**src/rtl/regfile_read_2p.sv**
```systemverilog
// ---------------------------------------------------------------------------
// regfile_read_2p
//   Register file for the MIPS datapath: 2**ADDR_WIDTH words of DATA_WIDTH
//   bits, one write port and two registered read ports. It feeds the ALU
//   operand registers in the decode stage.
//
//   Register 0 is hardwired to zero. It is forced to zero on read, and no
//   write ever targets it.
//
//   A write and a read of the same register on the same edge return the new
//   data (write-first bypass). This lets decode read a value that writeback
//   commits on that same edge, so the two stages never collide.
//
// Ports
//   CLK     in   1           clock, rising edge
//   RST     in   1           synchronous reset, active-high; clears every
//                            register and the read outputs, and overrides
//                            WE/RE on the same edge
//   WE      in   1           write enable
//   WA      in   ADDR_WIDTH  write address (WA==0 is ignored)
//   WD      in   DATA_WIDTH  write data
//   RE      in   1           read request
//   RA1     in   ADDR_WIDTH  read address, port 1
//   RA2     in   ADDR_WIDTH  read address, port 2
//   RD1     out  DATA_WIDTH  registered read data, port 1
//   RD2     out  DATA_WIDTH  registered read data, port 2
//   RVALID  out  1           newly captured read data on RD1/RD2
//
// Read handshake: RE is a request with no ready or backpressure. Each edge
// that samples RE=1 (with RST=0) loads RD1/RD2 and raises RVALID for exactly
// the following cycle. RVALID stays high across cycles only while RE stays
// high on consecutive edges. RD1/RD2 keep the last captured data until the
// next accepted RE or RST. A consumer that misses the RVALID cycle must
// issue RE again.
// ---------------------------------------------------------------------------
module regfile_read_2p #(
  parameter int DATA_WIDTH = 32,
  parameter int ADDR_WIDTH = 5
) (
  input  logic                  CLK,
  input  logic                  RST,
  input  logic                  WE,
  input  logic [ADDR_WIDTH-1:0] WA,
  input  logic [DATA_WIDTH-1:0] WD,
  input  logic                  RE,
  input  logic [ADDR_WIDTH-1:0] RA1,
  input  logic [ADDR_WIDTH-1:0] RA2,
  output logic [DATA_WIDTH-1:0] RD1,
  output logic [DATA_WIDTH-1:0] RD2,
  output logic                  RVALID
);

  localparam int NUM_REGS = 2 ** ADDR_WIDTH;

  // Flat storage. Entry 0 exists, but it is never written after reset and
  // it is masked on read.
  logic [DATA_WIDTH-1:0] regs [NUM_REGS];

  logic                  write_en;
  logic [DATA_WIDTH-1:0] rd1_next;
  logic [DATA_WIDTH-1:0] rd2_next;

  // A write is committed only to a non-zero address.
  assign write_en = WE && (WA != '0);

  // Read mux with write-first bypass. The two ports are decoded
  // independently. Address 0 always yields zero, whatever the write port
  // is doing.
  always_comb begin
    rd1_next = '0;
    rd2_next = '0;
    if (RA1 != '0) begin
      if (write_en && (WA == RA1)) rd1_next = WD;
      else                         rd1_next = regs[RA1];
    end
    if (RA2 != '0) begin
      if (write_en && (WA == RA2)) rd2_next = WD;
      else                         rd2_next = regs[RA2];
    end
  end

  // Storage update
  always_ff @(posedge CLK) begin
    if (RST) begin
      for (int i = 0; i < NUM_REGS; i++) begin
        regs[i] <= '0;
      end
    end else if (write_en) begin
      regs[WA] <= WD;
    end
  end

  // Registered read ports. RVALID is a one-cycle pulse for each accepted RE.
  // The data registers hold their value when RE is low.
  always_ff @(posedge CLK) begin
    if (RST) begin
      RD1    <= '0;
      RD2    <= '0;
      RVALID <= 1'b0;
    end else begin
      RVALID <= RE;
      if (RE) begin
        RD1 <= rd1_next;
        RD2 <= rd2_next;
      end
    end
  end

endmodule

```
**config.mk**
```make
export PLATFORM = sky130hd
export DESIGN_NAME = regfile_read_2p
export DESIGN_NICKNAME = d
export VERILOG_FILES = /design/src/rtl/regfile_read_2p.sv
export SDC_FILE = /design/constraint.sdc
export NUM_CORES = 2
export LEC_CHECK = 0
export BUFFER_PORTS_ARGS = -buffer_cell sky130_fd_sc_hd__buf_2
export CAP_MARGIN = 20
export CORE_UTILIZATION = 60
export DETAILED_ROUTE_END_ITERATION = 12
export PLACE_DENSITY_LB_ADDON = 0.12
export SLEW_MARGIN = 10
export SYNTH_ARGS = -nofsm -noshare
export SYNTH_HDL_FRONTEND = slang
export SYNTH_SLANG_ARGS = --single-unit
```
**constraint.sdc**
```tcl
create_clock -name CLK -period 5 [get_ports CLK]
set_input_delay 0.25 -clock CLK [delete_from_list [all_inputs] [get_ports CLK]]
set_output_delay 0.25 -clock CLK [all_outputs]
set_load 0.05 [all_outputs]
```
==> impl_metrics.ini <==
[logic_synthesis]
yosysWarningCount = 0
synthArstFlopShare_pct = 0
syn_inst = 4120
synthTopCellsByCount = and2_1, edfxtp_1, mux2i_1
synth_area_leaders = edfxtp_1, mux4_2, and2_1
synth_ff_type = edfxtp_1
syn_area_per_cell_sq_um = 13.85
yosys_register_bits = 1089
ys_types = 43
synth_top_area_share_pct = 53.88
netlist_area_sq_um = 57070
yosysTopAreaCell = edfxtp_1
synth_edf_count = 1024
yosysMostFrequentCell = and2_1
yosysSeqAreaShare_pct = 56.16

[critical_path]
criticalPathCategory = input port to register
cp.required_ps = 5580
crit_family = compound AO/OA/AOI/OAI gates
critPathMostFrequentCell = or3_1
path_cells = buf_2 > or3_1 > o31ai_2 > o311ai_4 > buf_4 > a21oi_1 > or3_1
crit_fanout = 17
cp-start-kind = input port
critPathArrivalTime_ps = 3350
cp-end-kind = register
cpMaxStageDelayCell = o311ai_4
crit_buf_inv = 2
cp_slowest_stage_delay_ps = 950

[detailed_routing]
route.detailed.drc = 0
ant_nets = 0
via_count = 38310
dr.first_iter.drc_count = 5730
postRouteWirelength_um = 188300
drt-pass1-iter-count = 8
vias_per_cell = 7.034
avgRoutedWirePerCell_um = 34.57

[power_and_ir_drop]
p_leak_nw = 22.63
p_seq_share_pct = 49.7
switchingPower_w = 0.005526
clkPwrFrac_pct = 38.2
power_frac_comb_pct = 12.2
p_per_area_nw_per_um2 = 344.9
finalPower_w = 0.02174
swShare_pct = 25.41
peakVddDrop_mv = 0.3103
p_int_w = 0.01622

[sta]
slew_headroom_pct = 22.57
fin_crit_ps = 2770
fin_crit_sh_pct = 55.39
max_freq_mhz = 361.1
rsz0062_at_grt = false
tns_ps = 0
clock_skew_ps = 29.18
slew_viol_final = 0
hold_violations = 0
worst_pin_slew_ps = 1157
finalSetupViolCount = 0

[clock_tree]
cts_inserted_buffers = 114
cts_tree = built
cts_setup_buffers = 0
clk_path_buf_depth = 3
clock_latency_ps = 710
cts_root_buffer = clkbuf_16
h-tree-depth = 3
path_clk_slew_ps = 60
cts.sinks = 1089
hold_buffers = 1
cts.repair.resized = 0

[grt]
grt_usage_pct = 39.33
grt_pass1_wl_um = 264700
grt_pass1_vias = 36990
grt_overflow = 0
antenna_found_initial = 13
grt_max_degree = 107

[die]
core_sq_um = 93750
die_w_um = 310.4
rows = 112
pin_count = 116
initial_core_util_pct = 60.87
die_h_um = 310.4
die_area_sq_um = 96350

[place]
place_congestion = 0.9410
dp_hpwl_um = 107700
portBuffers = 115

[layout]
area_delta_synth_final_pct = 10.46
layout.nets = 4140
drive_above_1_share_pct = 19.59

[hold_path]
hold_path_class = input port to register

[outcome]
status = complete, no violations

[flow_run]
max-cap-violations = 0
-- power groups by stage --
stage               sequential [W]  combinational, W  clock (W)
global route                0.0108           0.00273    0.00863
floorplan                   0.0111           0.00151          0
finish                      0.0108           0.00265    0.00830
global placement            0.0109           0.00255          0
CTS                         0.0108           0.00258    0.00833
detailed placement          0.0110           0.00257          0
-- worst reg2reg max path, delay by kind of cell, from the launching register on --
| family | cells | cell delay (ps) |
|---|---|---|
| multiplexers | 1 | 460 |
| AO/OA/AOI/OAI | 2 | 970 |
| AND/OR/NAND/NOR | 2 | 440 |
| flip-flops | 1 | 390 |
-- path summary, 6_finish.rpt --
kind                                   start      endpoint  slack (ps)  depth (start not counted)
worst max-delay path                   WA[3]       RD2[15]        2230                          7
worst min-delay path                  WD[12]  regs[23][12]         200                          2
worst max register to register  regs[16][29]       RD1[29]        2630                          5
worst min register to register        RD2[9]        RD2[9]         570                          2
-- state kept, by name (all words and copies together) (netlist names) --
register	count
RD2	32
RVALID	1
regs	1024
RD1	32
-- metrics by stage --
stage	std cells	worst slack, ps	hold slack (ps)	cell area [sq um]	util [%]
after CTS	5438	2391	158.4	62970	67.17
final	5446	2230	201.8	63040	67.24
after global routing	5440	2206	207.0	63030	67.23
after global placement	5224	1661	536.7	59340	63.29
after floorplan	4151	1134	343.8	57190	-
after detailed placement	5224	1654	546.0	59340	63.29
-- kinds of logic (layout without fill, tap and decap cells) --
family	Yosys count	in the layout	share of synthesized area [%]
AND/OR/NAND/NOR	1255	1255	13.41
flip-flops	1089	1089	56.16
multiplexers	708	708	19.35
AO/OA/AOI/OAI	618	618	7.684
buffers and inverters	439	474	3.238
XOR/XNOR	10	10	0.1535
other	1	38	0.006571
-- per-layer routing --
layer	routed length, um	track usage, %
met1	68700	52.35
met4	11410	20.88
met5	62	0
met3	23850	10.40
met2	84260	59.53
-- placed cells by master (no fill, tap or decap), types with 3 or more instances in the layout --
cell and n:
nor2b_1 64, bufinv_16 5, mux4_2 316, a221oi_1 64, clkbuf_16 116, edfxtp_1 1024
a22oi_1 227, buf_8 3, a221o_1 32, buf_4 126, o21ai_0 32, o21ai_4 31
and2_1 1024, nor2b_4 4, conb_1 32, clkbuf_1 44, buf_2 110, nor3_1 33
clkbuf_8 17, mux2i_1 392, a21oi_1 130, and2_2 3, clkinv_2 15, nor2_2 31
nor2_4 4, clkinv_1 10, diode_2 6, buf_12 16, dfxtp_1 65, nor2_1 33
nand2_1 4, or3_1 33, a22o_1 32, nand3_1 4, a211oi_1 62, nand3b_1 6
xnor2_1 10
-- cell type report --
type | instances | area (sq um)
sequential | 1089 | 32050
fill | 6525 | 30710
multi-input combinational | 2623 | 23840
clock buffer | 177 | 3302
timing repair buffer | 259 | 1938
tap | 1254 | 1569
clock inverter | 36 | 320.3
antenna | 6 | 15.01
inverter | 2 | 7.507
Power figures use the tool's default switching activity.
